[config.mk]
export PLATFORM = sky130hd
export DESIGN_NAME = branch_checkpoint_table
export DESIGN_NICKNAME = d
export VERILOG_FILES = /design/src/rtl/branch_checkpoint_table_pkg.sv /design/src/rtl/branch_checkpoint_table_storage.sv /design/src/rtl/branch_checkpoint_table.sv
export SDC_FILE = /design/constraint.sdc
export NUM_CORES = 1
export LEC_CHECK = 0
export CAP_MARGIN = 20
export CORE_ASPECT_RATIO = 0.8
export CORE_MARGIN = 1
export CORE_UTILIZATION = 38
export DETAILED_ROUTE_END_ITERATION = 10
export SKIP_LAST_GASP = 1
export SLEW_MARGIN = 25
export SYNTH_ARGS = -nofsm -noshare
export SYNTH_HDL_FRONTEND = slang
export SYNTH_HIERARCHICAL = 1
export SYNTH_SLANG_ARGS = --single-unit
[constraint.sdc]
create_clock -name clk -period 52.5 [get_ports clk]
set_clock_uncertainty 0.1 [all_clocks]
set_input_delay 7.875 -clock clk [delete_from_list [all_inputs] [get_ports clk]]
set_output_delay 7.875 -clock clk [all_outputs]
set_load 0.05 [all_outputs]
[src/rtl/branch_checkpoint_table_pkg.sv]
// Shared definitions for the branch checkpoint table.
// Contents: default table depth, default physical register file size,
// the architectural register count and the per-entry state encoding.
package branch_checkpoint_table_pkg;

  localparam int BCT_NUM_CKPT  = 4;
  localparam int BCT_NUM_PR    = 64;
  localparam int NUM_ARCH_REGS = 32;

  typedef enum logic [1:0] {
    CKPT_FREE,
    CKPT_PENDING,
    CKPT_RESOLVED
  } ckpt_state_e;

endpackage

[src/rtl/branch_checkpoint_table_storage.sv]
// Snapshot storage for the branch checkpoint table (checkpoint_storage).
// NUM_CKPT snapshots of the 32-entry register mapping table.
// Ports:
//   clk      rising-edge clock
//   wr_en    write wr_data into entry wr_idx at the clock edge
//   wr_idx   entry being allocated (table tail)
//   wr_data  snapshot from rename
//   rd_idx   entry being resolved
//   rd_data  combinational read of entry rd_idx
// Contents are not reset; an entry is only read after it has been written.
module branch_checkpoint_table_storage
  import branch_checkpoint_table_pkg::*;
#(
  parameter int NUM_CKPT = BCT_NUM_CKPT,
  parameter int PR_W     = $clog2(BCT_NUM_PR),
  parameter int CKPT_W   = $clog2(NUM_CKPT)
) (
  input  logic                                clk,
  input  logic                                wr_en,
  input  logic [CKPT_W-1:0]                   wr_idx,
  input  logic [NUM_ARCH_REGS-1:0][PR_W-1:0]  wr_data,
  input  logic [CKPT_W-1:0]                   rd_idx,
  output logic [NUM_ARCH_REGS-1:0][PR_W-1:0]  rd_data
);

  logic [NUM_ARCH_REGS-1:0][PR_W-1:0] mem [NUM_CKPT];

  always_ff @(posedge clk) begin
    if (wr_en) mem[wr_idx] <= wr_data;
  end

  assign rd_data = mem[rd_idx];

endmodule

[src/rtl/branch_checkpoint_table.sv]
// Branch checkpoint table: circular buffer of register-mapping-table
// snapshots taken when branches are renamed.
// Ports:
//   clk, reset_n         clock, synchronous active-low reset
//   ext_stall            blocks allocation
//   ext_flush            frees every entry, no recall
//   alloc_valid          rename requests a checkpoint for a branch
//   checkpointed_rmt     snapshot to store
//   alloc_ready          allocation accepted this cycle (combinational)
//   alloc_tag            tag handed to the allocating branch (tail)
//   resolve_valid/_tag   a branch resolved, and its tag
//   resolve_mispredict   the resolved branch was mispredicted
//   if_recall            one-cycle pulse: restore recalled_rmt
//   recalled_rmt         snapshot being restored
//   ckpt_count           occupied entries; full / empty derived from it
module branch_checkpoint_table
  import branch_checkpoint_table_pkg::*;
#(
  parameter int NUM_CKPT = BCT_NUM_CKPT,
  parameter int PR_W     = $clog2(BCT_NUM_PR),
  parameter int CKPT_W   = $clog2(NUM_CKPT)
) (
  input  logic                                clk,
  input  logic                                reset_n,
  input  logic                                ext_stall,
  input  logic                                ext_flush,
  input  logic                                alloc_valid,
  input  logic [NUM_ARCH_REGS-1:0][PR_W-1:0]  checkpointed_rmt,
  output logic                                alloc_ready,
  output logic [CKPT_W-1:0]                   alloc_tag,
  input  logic                                resolve_valid,
  input  logic [CKPT_W-1:0]                   resolve_tag,
  input  logic                                resolve_mispredict,
  output logic                                if_recall,
  output logic [NUM_ARCH_REGS-1:0][PR_W-1:0]  recalled_rmt,
  output logic [CKPT_W:0]                     ckpt_count,
  output logic                                full,
  output logic                                empty
);

  ckpt_state_e         state [NUM_CKPT];
  logic [CKPT_W-1:0]   head, tail;
  logic [CKPT_W:0]     count;

  logic [NUM_ARCH_REGS-1:0][PR_W-1:0] rd_rmt;

  logic                tag_pending;
  logic                do_mispredict, do_resolve, do_retire, do_alloc;
  logic [CKPT_W-1:0]   tag_age;
  logic [NUM_CKPT-1:0] squash;

  assign full       = (count == (CKPT_W+1)'(NUM_CKPT));
  assign empty      = (count == '0);
  assign ckpt_count = count;
  assign alloc_tag  = tail;

  // A same-cycle mispredict makes any allocation younger than the branch.
  assign alloc_ready = !full && !ext_stall && !if_recall &&
                       !(resolve_valid && resolve_mispredict);

  // Resolves on FREE or RESOLVED entries are ignored.
  assign tag_pending   = (state[resolve_tag] == CKPT_PENDING);
  assign do_mispredict = resolve_valid && resolve_mispredict && tag_pending;
  assign do_resolve    = resolve_valid && !resolve_mispredict && tag_pending;
  assign do_retire     = (state[head] == CKPT_RESOLVED);
  assign do_alloc      = alloc_valid && alloc_ready;

  // Age relative to head: everything at or younger than the mispredicted
  // tag is squashed. Entries outside the occupied window are already FREE.
  always_comb begin
    tag_age = resolve_tag - head;
    for (int i = 0; i < NUM_CKPT; i++) begin
      squash[i] = ((CKPT_W'(i) - head) >= tag_age);
    end
  end

  branch_checkpoint_table_storage #(
    .NUM_CKPT (NUM_CKPT),
    .PR_W     (PR_W),
    .CKPT_W   (CKPT_W)
  ) u_checkpoint_storage (
    .clk     (clk),
    .wr_en   (do_alloc),
    .wr_idx  (tail),
    .wr_data (checkpointed_rmt),
    .rd_idx  (resolve_tag),
    .rd_data (rd_rmt)
  );

  always_ff @(posedge clk) begin
    if (!reset_n) begin
      for (int i = 0; i < NUM_CKPT; i++) state[i] <= CKPT_FREE;
      head      <= '0;
      tail      <= '0;
      count     <= '0;
      if_recall <= 1'b0;
      for (int i = 0; i < NUM_ARCH_REGS; i++) recalled_rmt[i] <= PR_W'(i);
    end else begin
      if_recall <= 1'b0;
      if (ext_flush) begin
        for (int i = 0; i < NUM_CKPT; i++) state[i] <= CKPT_FREE;
        head  <= '0;
        tail  <= '0;
        count <= '0;
      end else if (do_mispredict) begin
        // Mispredict outranks retire; head stays put, so the new count is
        // just the distance from head to the mispredicted tag.
        for (int i = 0; i < NUM_CKPT; i++) begin
          if (squash[i]) state[i] <= CKPT_FREE;
        end
        tail         <= resolve_tag;
        count        <= {1'b0, tag_age};
        if_recall    <= 1'b1;
        recalled_rmt <= rd_rmt;
      end else begin
        if (do_resolve) state[resolve_tag] <= CKPT_RESOLVED;
        if (do_retire) begin
          state[head] <= CKPT_FREE;
          head        <= head + 1'b1;
        end
        if (do_alloc) begin
          state[tail] <= CKPT_PENDING;
          tail        <= tail + 1'b1;
        end
        case ({do_alloc, do_retire})
          2'b10:   count <= count + 1'b1;
          2'b01:   count <= count - 1'b1;
          default: count <= count;
        endcase
      end
    end
  end

endmodule

## After elaboration in Yosys (flattened, before gate mapping)

Memory sizes are Yosys's and may differ from the RTL's. A register that Yosys moved wholly into a read port is not among the register bits.
Index checks and enable logic that the tools add are counted.

| word-level totals | value |
|---|---|
| flip-flop bits (word level) | 8 |
| RAM bits | 776 |
| input port bits | 201 |
| output and inout port bits | 201 |
| word-level logic and storage cells | 125 |
| memories kept | 2 |

| cells by class | value |
|---|---|
| $add $sub $neg | 9 |
| $lt $le $gt $ge | 4 |
| equality and inequality tests | 5 |
| multiplexer cells | 64 |
| bitwise operators | 11 |
| reductions and logical operators | 25 |

Memories:

| memory | depth | width | rd ports | clocked after Yosys merged registers in | wr ports | line | RTL |
|---|---|---|---|---|---|---|---|
| u_checkpoint_storage.mem | 4 | 192 | 1 | 1 | 1 | branch_checkpoint_table_storage.sv:26 | `logic [NUM_ARCH_REGS-1:0][PR_W-1:0] mem [NUM_CKPT];` |
| state | 4 | 2 | 2 | 1 | 4 | branch_checkpoint_table.sv:41 | `ckpt_state_e state [NUM_CKPT];` |

Operator list:

| kind | number |
|---|---|
| two-way mux 1 bit | 44 |
| two-way mux 2 bit | 19 |
| >= comparator 2 bit | 4 |
| logical AND 1 bit | 8 |
| OR 1 bit | 8 |
| OR reduction 2 bit | 4 |
| logical NOT 1 bit | 6 |
| case mux 3 bit (2 select lines) | 1 |
| adder 2 x 1 -> 2 bit, second input constant | 2 |
| == test 2 x 1 -> 1 bit, second input constant | 2 |
| == test 2 bit, second input constant | 2 |
| AND reduction 2 bit | 2 |
| nonzero test 2 bit | 2 |
| subtractor 1 x 2 -> 2 bit, first input constant | 2 |
| subtractor 2 bit, first input constant | 2 |
| adder 3 x 1 -> 3 bit, second input constant | 1 |
| == test 3 bit, second input constant | 1 |
| logical NOT 3 bit | 1 |
| NOT 1 bit | 3 |
| nonzero test 3 bit | 1 |
| OR reduction 3 bit | 1 |
| subtractor 3 x 1 -> 3 bit, second input constant | 1 |
| subtractor 2 bit | 1 |

## Longest topological paths before layout

| logic depth | value |
|---|---|
| depth in word-level cells | 13 |
| mapped depth | 11 |
| gate-level depth less buffers | 10 |

## By module

The synthesis kept the hierarchy.

By module, submodules not included:

| module | times used | cells an instance | area an instance (sq um) | sequential area each (sq um) |
|---|---|---|---|---|
| branch_checkpoint_table_storage | 1 | 1007 | 27938.0 | 23062.1 |
| branch_checkpoint_table | 1 | 989 | 8227.9 | 4204.0 |

## Least setup slack after synthesis

No wires, ideal clock.

| path | value |
|---|---|
| path kind | input to register |
| start point | input resolve_valid |
| end point | memory u_checkpoint_storage/mem[0][0] in the netlist's numbering, enable pin |
| library setup time | 1.019 ns |
| arrival | 24.143 ns |
| required time | 51.381 ns |
| path slack | 27.237 ns |
| stages on the path | 6 |
| path buffers | 1 |
| cells stage by stage | and2_1 > clkbuf_1 > nor4_1 > nand2_1 > clkinv_1 > nor3b_1 |

| between the ends | value |
|---|---|
| longest elaborated chain between the ends | 6 |

RTL lines:

| what | line | RTL |
|---|---|---|
| from (decl) | branch_checkpoint_table.sv:31 | `input logic resolve_valid,` |
| logical AND 1 bit | branch_checkpoint_table.sv:59 | `!(resolve_valid && resolve_mispredict);` |
| logical NOT 1 bit | branch_checkpoint_table.sv:59 |  |
| logical AND 1 bit | branch_checkpoint_table.sv:58 | `assign alloc_ready = !full && !ext_stall && !if_recall &&` |
| via alloc_ready | branch_checkpoint_table.sv:29 | `output logic alloc_ready,` |
| logical AND 1 bit | branch_checkpoint_table.sv:66 | `assign do_alloc = alloc_valid && alloc_ready;` |
| via do_alloc | branch_checkpoint_table.sv:48 | `logic do_mispredict, do_resolve, do_retire, do_alloc;` |
| two-way mux 1 bit | branch_checkpoint_table_storage.sv:29 | `if (wr_en) mem[wr_idx] <= wr_data;` |
| two-way mux 1 bit (implied by the code) | branch_checkpoint_table_storage.sv:29 |  |
| to (decl) | branch_checkpoint_table_storage.sv:26 |  |

The timed path passes the listed nets, and every way through them passes these cells.

## Worst setup path after layout

| path | value |
|---|---|
| start point | input resolve_valid |
| end point | output alloc_ready |

| between the ends | value |
|---|---|
| longest elaborated chain between the ends | 3 |

RTL lines:

| what | line |
|---|---|
| logical AND 1 bit | branch_checkpoint_table.sv:59 |
| logical NOT 1 bit | branch_checkpoint_table.sv:59 |
| logical AND 1 bit | branch_checkpoint_table.sv:58 |
| to (decl) | branch_checkpoint_table.sv:29 |

Every way passes these cells.

==> results by group <==
CTS
  • Worst-case clock buffer depth: 3
  • Clock network latency to the later pin of the worst-skew pair: 0.66 ns
  • CTS tree: yes
  • Post-CTS Resized: 0
  • Clock Sinks: 978
  • Root cell of the clock tree: sky130_fd_sc_hd__clkbuf_16
  • Num CTS Buffers: 99
  • CTS clock-pin slew for the worst setup and hold paths: 0.06 ns
  • Count of hold-fix buffers inserted at cts: 0
  • Count of H-tree levels built during CTS: 3
  • Number of buffers inserted to repair setup after CTS: 0

Synth
  • Cell types occupying the most area after synthesis: sky130_fd_sc_hd__edfxtp_1 (64%), sky130_fd_sc_hd__mux4_2 (12%), sky130_fd_sc_hd__dfxtp_1 (12%)
  • Synthesized netlist cell count: 1996
  • Fraction of synthesized cell area taken by the top area cell type: 63.8%
  • Asr flop ratio synth: 0%
  • Compound-gate portion of the synthesized area: 2.96%
  • Flip-flop and latch count after synthesis: 978
  • Ys flop type: sky130_fd_sc_hd__edfxtp_1
  • Simple logic cell fraction of the synthesized area: 6.11%
  • Multiplexer fraction of the synthesized cell area: 12.2%
  • Yosys warning total: 6
  • Mapped Avg Cell Area: 18.1 um2
  • Largest family of logic cells by synthesized area: multiplexers
  • XOR/XNOR share of the synthesized area: 0.235%
  • Post-synthesis cell type with the largest combined area: sky130_fd_sc_hd__edfxtp_1
  • Fraction of the mapped netlist area in adder cells: 0.540%
  • Post-synthesis instance area: 36200 um2
  • Count of cell types in the netlist: 56
  • Post-synth EDFFs: 768
  • Fraction of the yosys area taken by sequential cells: 75.4%
  • Syn nets: 2212

Placement
  • Dpl ws: 34.79 ns
  • Quantity of I/O buffers inserted on ports: 401
  • Detailed Place HPWL: 47000 um
  • Placed cell areas: 41100 um2
  • Gpl congestion: 0.764
  • Number of cells after detailed placement: 3535

Final layout
  • Share of cells above drive strength 1: 15.3%
  • Filler cells: 7966
  • Area taken by flip-flops and latches: 27300 um2
  • Post-synthesis to final-layout area growth: 22.8%
  • Number of nets in the finished design: 2628
  • Finished layout cell area: 44400 um2
  • Commonest non-fill, non-tap cells in the layout: sky130_fd_sc_hd__edfxtp_1 (768), sky130_fd_sc_hd__nand2_1 (401), sky130_fd_sc_hd__clkdlybuf4s50_1 (398)
  • Final standard cell utilization of the core: 47.5%
  • Cell Count, Final, Fillers Out: 3721
  • Most common cell after layout, fill and taps aside: sky130_fd_sc_hd__edfxtp_1
  • Total area of multi-input combinational cells: 7990 um2

STA
  • Worst rel slew slack: 31.9%
  • Setup ws final: 34.81 ns
  • Final-layout setup total negative slack: 0 ns
  • Max Fclk: 0.0565 GHz
  • Clock period minus final worst setup slack: 17.69 ns
  • Final count of hold timing violations: 0
  • Final Cycle Share: 33.7%
  • Count of pins over their slew limit: 0
  • Transition time at the pin with the least slew margin: 1.02 ns
  • Final setup fails: 0
  • Worst Hold Margin: 0.351 ns
  • RSZ-0062 raised after global routing: false

Drt
  • Number of design rule violations left after detail routing: 0
  • Antenna Nets Post-Route: 0
  • Ratio of routed vias to standard cells: 5.08
  • DR WL met2: 41000 um
  • DRC marker count from the first detailed-route iteration: 1026
  • Met1 layer wirelength in the final routing: 35000 um
  • Drt first pass iters: 5
  • Avg WL per Cell: 22.2 um
  • Total Wirelength: 82800 um
  • Uppermost routed layer: met5
  • Vias: 18900
  • Total met3 wirelength after detailed routing: 4860 um

Global route
  • Number of antenna violations at the first check in global routing: 18
  • Pin count of the biggest net entering global routing: 107
  • GRT Util Overall: 17.1%
  • First-pass GRT wire length: 125000 um
  • Via count of the first global-routing pass: 19900
  • Remaining global-route overflow: 0

Worst setup path
  • Crit path arrival time: 9.72 ns
  • Capture point of the worst reg-to-reg path: u_checkpoint_storage/mem[1][28]$_DFFE_PP_
  • Register-to-Register Path Depth: 7
  • Maximum fanout along the worst path: 6
  • Critical path class: in -> out
  • FF-to-FF setup slack: 48.36 ns
  • Worst endpoint required time: 44.53 ns
  • Category of the worst setup path launch point: input pin
  • Reg-to-reg startpoint: ckpt_count[1]$_SDFFE_PP0P_
  • CP Capture Type: output port

Power
  • Power density over the cells: 36.4 nW/um2
  • Total Power: 1.62 mW
  • Leakage power summed over all cells: 14.6 nW
  • Largest vdd supply drop: 24.4 uV

Die
  • I/O pins: 402
  • Placement Rows: 100
  • Initial cell density of the core: 38.6%
  • Die Y: 278 um
  • Full die area: 96400 um2
  • Core region area: 93600 um2
  • Die W: 347 um

Hold path
  • Destination of the worst hold path: recalled_rmt[135]$_SDFFE_PN0P_
  • Startpoint of the lowest-slack hold path: recalled_rmt[135]$_SDFFE_PN0P_
  • HP Class: reg -> reg
  • Cell depth of the worst hold path: 2

Outcome
  • Run status: completed

Job
  • Reported max-cap violation count: 0
[area by class of cell]
type | count | share of cell area (%)
flip-flops and latches | 978 | 61.4
clock inverters | 37 | 1.04
repair buffers | 427 | 9.55
clock buffers | 148 | 6.47
diodes | 1 | 0.00563
inverters | 13 | 0.110
multi-input cells | 893 | 18.0
well taps | 1224 | 3.45
[layer usage]
| layer | up-vias | GRT usage (%) |
|---|---|---|
| li1 | 8481 | - |
| met1 | 9823 | 22.1 |
| met2 | 426 | 28.7 |
| met3 | 144 | 4.44 |
| met4 | 30 | 4.37 |
| met5 | - | 0 |
[power by group]
group / switching (mW) / internal, mW
Sequential: 0.00183 / 0.843
Clock: 0.294 / 0.416
Combinational: 0.0304 / 0.0322
Total: 0.326 / 1.29
[cell usage after synthesis (3+ instances only)]
| master | instances |
|---|---|
| sky130_fd_sc_hd__edfxtp_1 | 768 |
| sky130_fd_sc_hd__xnor2_1 | 5 |
| sky130_fd_sc_hd__a21boi_0 | 22 |
| sky130_fd_sc_hd__dfxtp_1 | 210 |
| sky130_fd_sc_hd__buf_6 | 12 |
| sky130_fd_sc_hd__nand3_1 | 85 |
| sky130_fd_sc_hd__a211oi_1 | 3 |
| sky130_fd_sc_hd__buf_12 | 20 |
| sky130_fd_sc_hd__a21oi_1 | 6 |
| sky130_fd_sc_hd__and2_1 | 5 |
| sky130_fd_sc_hd__nand2_1 | 401 |
| sky130_fd_sc_hd__inv_1 | 11 |
| sky130_fd_sc_hd__buf_2 | 42 |
| sky130_fd_sc_hd__mux4_2 | 194 |
| sky130_fd_sc_hd__o21ai_0 | 3 |
| sky130_fd_sc_hd__and3_1 | 5 |
| sky130_fd_sc_hd__nor2b_1 | 7 |
| sky130_fd_sc_hd__ha_1 | 14 |
| sky130_fd_sc_hd__nand2b_1 | 4 |
| sky130_fd_sc_hd__nor2_1 | 9 |
| sky130_fd_sc_hd__clkbuf_1 | 37 |
| sky130_fd_sc_hd__a21boi_1 | 90 |
[worst max-delay path by stage]
stage	from	to	slack, ns
floorplan	resolve_valid	u_checkpoint_storage/mem[0][0]$_DFFE_PP_	27.24
global placement	resolve_valid	alloc_ready	34.78
detailed placement	resolve_valid	alloc_ready	34.79
CTS	resolve_valid	alloc_ready	34.80
global route	resolve_valid	alloc_ready	34.74
finish	resolve_valid	alloc_ready	34.81
[sequential cells by signal, summed over array words and instances (netlist names), named ones only]
| signal | count |
|---|---|
| if_recall | 1 |
| alloc_tag | 2 |
| head | 2 |
| state | 8 |
| recalled_rmt | 192 |
| u_checkpoint_storage/mem | 768 |
| ckpt_count | 3 |
[worst max-delay path, cell delays in order]
cell	delay [ns]
sky130_fd_sc_hd__clkdlybuf4s50_1	0.44
sky130_fd_sc_hd__and2_1	0.25
sky130_fd_sc_hd__nor4_1	0.27
sky130_fd_sc_hd__clkdlybuf4s50_1	0.88
[kinds of logic (layout without fill, tap and decap cells)]
| group | Yosys count | count (layout) |
|---|---|---|
| DFF | 978 | 978 |
| and+or+nand+nor | 531 | 531 |
| muxes | 197 | 197 |
| AOI/OAI and AO/OA | 142 | 142 |
| buffers and inverters | 125 | 625 |
| adders and majority gates | 15 | 15 |
| xor gates and xnor gates | 8 | 8 |
| other | 0 | 1 |
Power figures use the tool's default switching activity.
==> variant, RTL diff (same flow settings) <==
Set the package constant `BCT_NUM_CKPT` to 8 (it was 4).
--- a/src/rtl/branch_checkpoint_table_pkg.sv
+++ b/src/rtl/branch_checkpoint_table_pkg.sv
@@ -5,3 +5,3 @@
 
-  localparam int BCT_NUM_CKPT  = 4;
+  localparam int BCT_NUM_CKPT  = 8;
   localparam int BCT_NUM_PR    = 64;
Ports: changed (resized alloc_tag, ckpt_count and resolve_tag); port bits go from 402 to 405. No check against the original RTL was run, so the function may have changed too.
==> variant against the original RTL <==
- sequential power up 81%
- routed wire length up 92%
- sequential share of layout area up 1.8 points
- cell area up 80%
- register-to-register slack worse by 1.4 ns
- core utilization down 2.3 points
- area after synthesis up 88%
- combinational power up 81%
- sequential cell count up 780
- setup slack worse by 0.033 ns
- first-iteration DRC count up 150%
- total power up 78%
- critical endpoint unchanged
- largest cell class unchanged
==> variant: results (changes against the original RTL) <==
* Final Cell Area at 0.0800 mm^2 (+80%)
* Worst R2R End: u_checkpoint_storage/mem[2][62]
* Status: finished, final reports clean
* Total GRT Usage at 17.5% (+0.41 points)
* Worst Path Arrival at 9.75 ns (+0.03 ns)
* Clock power frac at 43.0% (-0.9 points)
* Slew @ Worst Pin at 1.12 ns (+0.0937 ns)
* Met3 usage at 4.04% (-0.41 points)
* Non-clock buffers, area share at 5.66% (-3.9 points)
* Cell Area, Placed at 0.0742 mm^2 (+81%)
* Placer Congestion at 0.750 (-1.9%)
* First-pass GRT wire length at 231,000 um (+85%)
* Skew-Pair Late Insertion Delay at 0.80 ns (+0.14 ns)
* Vias/cell at 5.22 (+2.7%)
* Area contributors post-synth: edfxtp_1 68%, mux4_1 9.4%, dfxtp_1 6.6%
* Seq pwr share at 53.1% (+0.9 points)
* Vias in the first global route at 33,438 (+68%)
* R2R cell count at 9 (+2)
* Min-delay src: recalled_rmt[156]
* Reg area at 0.0506 mm^2 (+85%)
* Inverters at 17 (+4)
* Post-Syn Instances at 3,333 (+67%)
* Flip-flop and latch count at 1,758 (+80%)
* WL/cell at 25.1 um (+13%)
* Share of post-route cells with drive strength above 1 at 16.9% (+1.5 points)
* Hold EP: recalled_rmt[156]
* DP Cell Count at 5,986 (+69%)
* Area of the multi-input gates at 0.0161 mm^2 (+100%)
* Psw at 0.595 mW (+82%)
* Max FFs per register at 1,536 (+100%)
* Peak Freq at 56.4 MHz (-0.19%)
* H-Tree Depth at 4 (+1)
* Most instantiated cells after synthesis: 1,536 x edfxtp_1, 403 x nand2_1, 243 x mux4_1, 222 x dfxtp_1, 193 x mux2_2
* Reg2Reg Setup Slack at 47.01 ns (-1.35 ns)
* Num CTS Buffers at 173 (+75%)
* Final nets at 4,006 (+52%)
* Register area share after synthesis at 74.6% (-0.83 points)
* Pre-CTS setup slack at 34.72 ns (-0.0750 ns)
* Final hold slack at 0.350 ns (-0.000692 ns)
* N_diodes at 9 (+8)
* Layout clock buffers at 256 (+73%)
-- variant: changes by cell type in the layout (fill, tap and decap cells not counted), moves of 26 or more --
| cell | delta |
|---|---|
| mux4_1 | +243 |
| clkbuf_16 | +74 |
| mux4_2 | -53 |
| mux2_2 | +192 |
| edfxtp_1 | +768 |
| clkbuf_1 | +26 |
-- variant: logic make-up (layout without fill, tap and decap cells) --
logic type / Yosys count / after routing / share of synthesized area, %
fa+ha+maj: 24 / 24 / 0.461
flops: 1758 / 1758 / 74.6
mux: 584 / 584 / 17.4
simple gates: 587 / 587 / 3.72
compound gates: 167 / 167 / 1.89
buf+inv: 200 / 798 / 1.79
other cells: 0 / 9 / 0
xor+xnor: 13 / 13 / 0.168
-- variant: worst reg2reg max path: cells and delay by family (launching register included) --
kind,cells,cell delay (ns)
buffers and inverters,4,2.69
AND/OR/NAND/NOR,5,1.84
flip-flops,1,0.43
